===== src/rtl/if_id_buffer.sv =====
// IF/ID instruction buffer: a small circular FIFO between fetch and decode.
// Fetch pushes {PC, NPC, IR} entries and decode consumes the head entry.
//
// Handshake: fetch offers an entry with if_valid_inst_in and must hold while
// buf_full is high (a push offered while full is dropped). Decode sees a valid
// head when if_id_valid_inst is high and consumes it on any edge where
// hazard_detected is low. A taken branch (ex_take_branch_out) flushes every
// buffered entry and drops any same-cycle push or pop. There is no bypass path,
// so a pushed entry reaches the outputs one cycle later at the earliest.
module if_id_buffer #(
    parameter int          DEPTH    = 4,
    parameter logic [31:0] NOP_INST = 32'h00000013
) (
    input  logic                       clk,
    input  logic                       rst,
    input  logic                       if_valid_inst_in,
    input  logic [31:0]                if_PC_in,
    input  logic [31:0]                if_NPC_in,
    input  logic [31:0]                if_IR_in,
    input  logic                       hazard_detected,
    input  logic                       ex_take_branch_out,
    output logic [31:0]                if_id_PC,
    output logic [31:0]                if_id_NPC,
    output logic [31:0]                if_id_IR,
    output logic                       if_id_valid_inst,
    output logic                       buf_full,
    output logic [$clog2(DEPTH):0]     buf_count
);

    localparam int PW = $clog2(DEPTH);
    localparam int CW = PW + 1;
    localparam logic [CW-1:0] FULL_CNT = CW'(DEPTH);

    // Entry storage; contents are qualified by count, so no reset is needed.
    logic [31:0] pc_mem  [DEPTH];
    logic [31:0] npc_mem [DEPTH];
    logic [31:0] ir_mem  [DEPTH];

    logic [PW-1:0] head_q, head_d;
    logic [PW-1:0] tail_q, tail_d;
    logic [CW-1:0] count_q, count_d;

    logic push;
    logic pop;

    // Status flags come from registered count only.
    assign if_id_valid_inst = (count_q != '0);
    assign buf_full         = (count_q == FULL_CNT);
    assign buf_count        = count_q;

    assign push = if_valid_inst_in && !buf_full && !ex_take_branch_out;
    assign pop  = if_id_valid_inst && !hazard_detected && !ex_take_branch_out;

    // Head entry is presented directly from storage; empty shows a NOP bubble.
    always_comb begin
        if_id_PC  = 32'h0;
        if_id_NPC = 32'h0;
        if_id_IR  = NOP_INST;
        if (if_id_valid_inst) begin
            if_id_PC  = pc_mem[head_q];
            if_id_NPC = npc_mem[head_q];
            if_id_IR  = ir_mem[head_q];
        end
    end

    // Next-state for pointers and count; a flush overrides push and pop.
    always_comb begin
        head_d  = head_q;
        tail_d  = tail_q;
        count_d = count_q;
        if (ex_take_branch_out) begin
            head_d  = '0;
            tail_d  = '0;
            count_d = '0;
        end else begin
            if (push) tail_d = tail_q + PW'(1);
            if (pop)  head_d = head_q + PW'(1);
            case ({push, pop})
                2'b10:   count_d = count_q + CW'(1);
                2'b01:   count_d = count_q - CW'(1);
                default: count_d = count_q;
            endcase
        end
    end

    // Pointer and count registers with synchronous reset.
    always_ff @(posedge clk) begin
        if (rst) begin
            head_q  <= '0;
            tail_q  <= '0;
            count_q <= '0;
        end else begin
            head_q  <= head_d;
            tail_q  <= tail_d;
            count_q <= count_d;
        end
    end

    // Entry write at tail; a push coinciding with reset is discarded.
    always_ff @(posedge clk) begin
        if (push && !rst) begin
            pc_mem[tail_q]  <= if_PC_in;
            npc_mem[tail_q] <= if_NPC_in;
            ir_mem[tail_q]  <= if_IR_in;
        end
    end

endmodule


===== config.mk =====
export PLATFORM = sky130hd
export DESIGN_NAME = if_id_buffer
export DESIGN_NICKNAME = d
export VERILOG_FILES = /design/src/rtl/if_id_buffer.sv
export SDC_FILE = /design/constraint.sdc
export NUM_CORES = 1
export LEC_CHECK = 0
export CAP_MARGIN = 20
export CORE_MARGIN = 2
export CORE_UTILIZATION = 40
export DETAILED_ROUTE_END_ITERATION = 8
export SYNTH_ARGS = -nofsm -noshare
export SYNTH_HDL_FRONTEND = slang
export SYNTH_SLANG_ARGS = --single-unit

===== constraint.sdc =====
create_clock -name clk -period 12.8 [get_ports clk]
set_clock_uncertainty 0.15 [all_clocks]
set_input_delay 2.56 -clock clk [delete_from_list [all_inputs] [get_ports clk]]
set_output_delay 2.56 -clock clk [all_outputs]
set_load 0.1 [all_outputs]

==> Word-level counts from Yosys, hierarchy flattened <==
Memories as Yosys holds them, arrays and structs flattened. A register that Yosys moved wholly into a read port is not among the register bits.
Index checks and enable logic that the tools add are counted.
{ "classes": {"n_addsub": 4, "eq_ne": 3, "n_mux": 12, "n_reduce_logical": 12} }
{ "ops": {"columns": ["op", "n"], "rows": [
  ["32-bit 2-to-1 mux", 3],
  ["2-bit 2-to-1 mux", 6],
  ["3-bit one-hot mux with 2 select lines", 1],
  ["1-bit logical AND", 5],
  ["2-bit by 1-bit adder with 2-bit output, second input constant", 2],
  ["1-bit zero test", 4],
  ["3-bit by 1-bit adder with 3-bit output, second input constant", 1],
  ["3-bit equality test, second input constant", 1],
  ["3-bit nonzero test", 1],
  ["3-bit by 1-bit subtractor with 3-bit output, second input constant", 1],
  ["2-bit by 1-bit equality test with 1-bit output, second input constant", 1],
  ["2-bit equality test, second input constant", 1],
  ["1-bit 2-to-1 mux", 2],
  ["2-bit nonzero test", 1],
  ["2-bit OR reduction", 1]
]} }
{ "totals": {"ff_bits": 7, "ram_bits": 384, "input_bits": 101, "out_inout_bits": 101, "elab_cells": 37, "n_memories": 3} }
{ "memory_table": {"columns": ["name", "depth", "word_bits", "rd", "rd_clocked_by_memory_dff", "write_ports", "line_no", "source"], "rows": [
  ["ir_mem", 4, 32, 1, 1, 1, "37", "logic [31:0] ir_mem [DEPTH];"],
  ["npc_mem", 4, 32, 1, 1, 1, "36", "logic [31:0] npc_mem [DEPTH];"],
  ["pc_mem", 4, 32, 1, 1, 1, "35", "logic [31:0] pc_mem [DEPTH];"]
]} }

==> Longest topological paths before layout <==
{ "logic_depth": {"ltp_word": 7, "mapped_depth": 9} }

==> Worst setup path after synthesis <==
Ideal clock, no wire load.
{ "synth_path": {"kind": "input port to flip-flop", "start": "input ex_take_branch_out", "end": "memory ir_mem[0][0] (enable)", "setup_ns": 0.687, "arrival_time_ns": 10.071, "slack_ns": 1.892, "cell_stages": 3, "cell_sequence": "or3b_1 -> buf_2 -> nor3b_1"} }
{ "synth_between": {"elab_chain_len": 5} }
{ "synth_lines": {"columns": ["item", "line_no", "source"], "rows": [
  ["start, declared", "21", "input logic ex_take_branch_out,"],
  ["1-bit zero test", "51", "assign push = if_valid_inst_in && !buf_full && !ex_take_branch_out;"],
  ["1-bit logical AND", "51", null],
  ["1-bit logical AND", "101", "if (push && !rst) begin"],
  ["1-bit 2-to-1 mux", "101", null],
  ["1-bit 2-to-1 mux (implied by the code)", "104", "ir_mem[tail_q] <= if_IR_in;"],
  ["end, declared", "37", null]
]} }
No other way between the ends.

==> reports/results.tsv <==
stage	metric	value	unit
run_status	status	finished clean	
power	Peak VDD IR	0.0001125	V
placed_design	dpl hpwl	17.63	mm
drt	average vias per placed instance	5.079	
run	max-cap violations	0	
placed_design	Final GP Congestion	0.6750	
timing	setup TNS	0	ns
clock_tree	Post-CTS Setup Inserts	0	
floorplanning	DIE AREA	0.03900	mm^2
synthesis	count leader, synth	edfxtp_1	
timing	post-route minimum period	6.567	ns
floorplanning	I/O pin count	202	
synthesis	post-synth top area cell	edfxtp_1	
grt	largest net degree at the start of global routing	63	
placed_design	DP Worst Slack	6.747	ns
synthesis	number of flops mapped to enable cells by yosys	384	
grt	All-Layer GR Usage	0.1581	
synthesis	ys async rst share	0	
drt	total via count in the routed design	7070	
clock_tree	CTS tree	done	
synthesis	Syn Inst Count	664	
synthesis	synth cell count leaders	384 x edfxtp_1, 96 x mux4_2, 93 x and2_1	
finish	design area	0.01883	mm^2
drt	DR iter-0 viols	386	
clock_tree	CTS Sinks	393	
floorplanning	starting density of the core	0.4081	
timing	Pins Over Slew Limit	0	
timing	Final Hold Vio Count	0	
clock_tree	CTS Hold Bufs	0	
clock_tree	clock latency on the worst-skew pair	0.53	ns
timing	setup slack after layout	6.233	ns
synthesis	mapped cell area	0.01498	mm^2
synthesis	Synth area leaders	edfxtp_1 77%, mux4_2 14%, and2_1 3.9%	
drt	DRC violations left	0	
power	Pleak	5.881	nW
clock_tree	Worst-path clk slew	0.06	ns
finish	layout cells sized above 1	0.2015	
power	Power Dens Cells	146.1	mW/mm^2
finish	final cell count without fillers	1392	
grt	number of global-route vias before repair	7684	
synthesis	Synth Flop Type	edfxtp_1	
hold_path	worst min path class	reg2reg	
synthesis	Cell variety after synth	25	
timing	Max Clock Freq	0.1523	GHz
clock_tree	Root Driver	clkbuf_16	
placed_design	Placed Instances	1313	
timing	RSZ-0062 raised after global routing	false	
placed_design	Post-DP Area	0.01751	mm^2
floorplanning	row count	70	
finish	layout overhead on the synthesized area	25.77	%
synthesis	Synth top area share	0.7700	
floorplanning	Die Span X	197.5	um
floorplanning	die height	197.5	um
critical_path	Setup CP Type	reg2out	
drt	DRT Pass-1 Iters	6	
critical_path	crit end category	primary output	
synthesis	Yosys reg bits	393	
timing	Tcrit/Tclk final	0.5131	
timing	Slew HR	0.2769	
placed_design	port bufs	201	
drt	post-route ant nets	0	
clock_tree	TritonCTS Buffers	42	
timing	Worst-Margin Slew	1.081	ns
critical_path	crit path max fanout	50	
finish	nets@finish	996	
critical_path	Worst setup SP type	register	
finish	fin util	0.5132	
clock_tree	Longest Clk Path Bufs	3	
clock_tree	post_cts resized	0	
synthesis	Post-Syn Area per Cell	22.55	um^2
timing	setup violators final	0	
synthesis	post-synthesis sequential area ratio	0.7820	
synthesis	Net Count, Synth	771	
grt	GRT overflow	0	
critical_path	Critical Path AT	3.86	ns
clock_tree	H-tree levels	2	
grt	first-pass GRT wire length	46.15	mm
drt	Detailed Route WL	30.06	mm
critical_path	CP Data Required Time	10.09	ns
synthesis	Synth warnings	0	
grt	initial antenna violation count	2	
drt	drt wl/cell	21.59	um
floorplanning	Core Region	0.03670	mm^2
critical path, cell delays in order (launching register included):
cell             delay, ns
dfxtp_4               0.86
buf_4                 0.77
mux4_2                0.40
and2_1                0.14
clkdlybuf4s50_1       1.14
final timing paths:
check / start / end / slack, ns / depth (start not counted)
setup / recovery: register / if_id_IR[31] / 6.23 / 4
hold / removal: head_q[1] / register / 0.36 / 2
setup reg to reg: buf_count[2] / npc_mem[2][10] / 9.63 / 5
hold reg to reg: head_q[1] / register / 0.36 / 2
power by group:
part           switching, mW  total [mW]  internal, mW
Combinational          0.114       0.175        0.0610
Sequential           0.00325        1.43          1.42
Clock                  0.484        1.15         0.664
sequential cells by signal (all words and copies together), names as in the netlist, named ones only:
register	flops
buf_count	3
pc_mem	128
head_q	2
npc_mem	128
tail_q	2
ir_mem	128
cell type report:
cell class,instances,area (um^2)
timing repair buffer,215,2117
multi-input combinational,231,3065
antenna,1,2.502
tap,468,585.6
clock inverter,35,267.8
sequential,393,11720
clock buffer,43,1055
inverter,6,22.52
fill,2961,17860
stage by stage:
| step | hold slack (ns) | power (mW) |
|---|---|---|
| 3_5_place_dp | 0.3490 | 1.632 |
| 2_1_floorplan | 0.3091 | 1.561 |
| 4_1_cts | 0.3585 | 2.787 |
| 3_3_place_gp | 0.3152 | 1.630 |
| 6_report | 0.3574 | 2.751 |
| 5_1_grt | 0.3834 | 2.846 |
layer usage:
| layer | global-route usage | up-vias | share of wire |
|---|---|---|---|
| li1 | - | 3169 | - |
| met1 | 0.2198 | 3667 | 0.45 |
| met5 | 0 | - | 0.00043 |
| met2 | 0.2503 | 186 | 0.48 |
| met3 | 0.03927 | 46 | 0.058 |
| met4 | 0.04316 | 2 | 0.018 |
cells by family (layout without fill, tap and decap cells):
logic type,count (synthesis),after routing,share of synthesized area
flops,393,393,0.7820
mux,98,98,0.1457
buf+inv,40,299,0.01462
fa+ha+maj,6,6,0.005514
xor+xnor,2,2,0.001170
simple gates,117,117,0.04829
other cells,0,1,0
compound gates,8,8,0.002673
placed cells by master (no fill, tap or decap), types with 7 or more instances in the layout:
master,netlist,routed
dfxtp_1,9,7
buf_4,0,14
and2_1,93,93
clkbuf_16,0,42
edfxtp_1,384,384
mux4_2,96,96
clkinv_2,0,15
clkdlybuf4s50_1,0,201
clkinv_1,0,10
(Power assumes the default switching activity.)
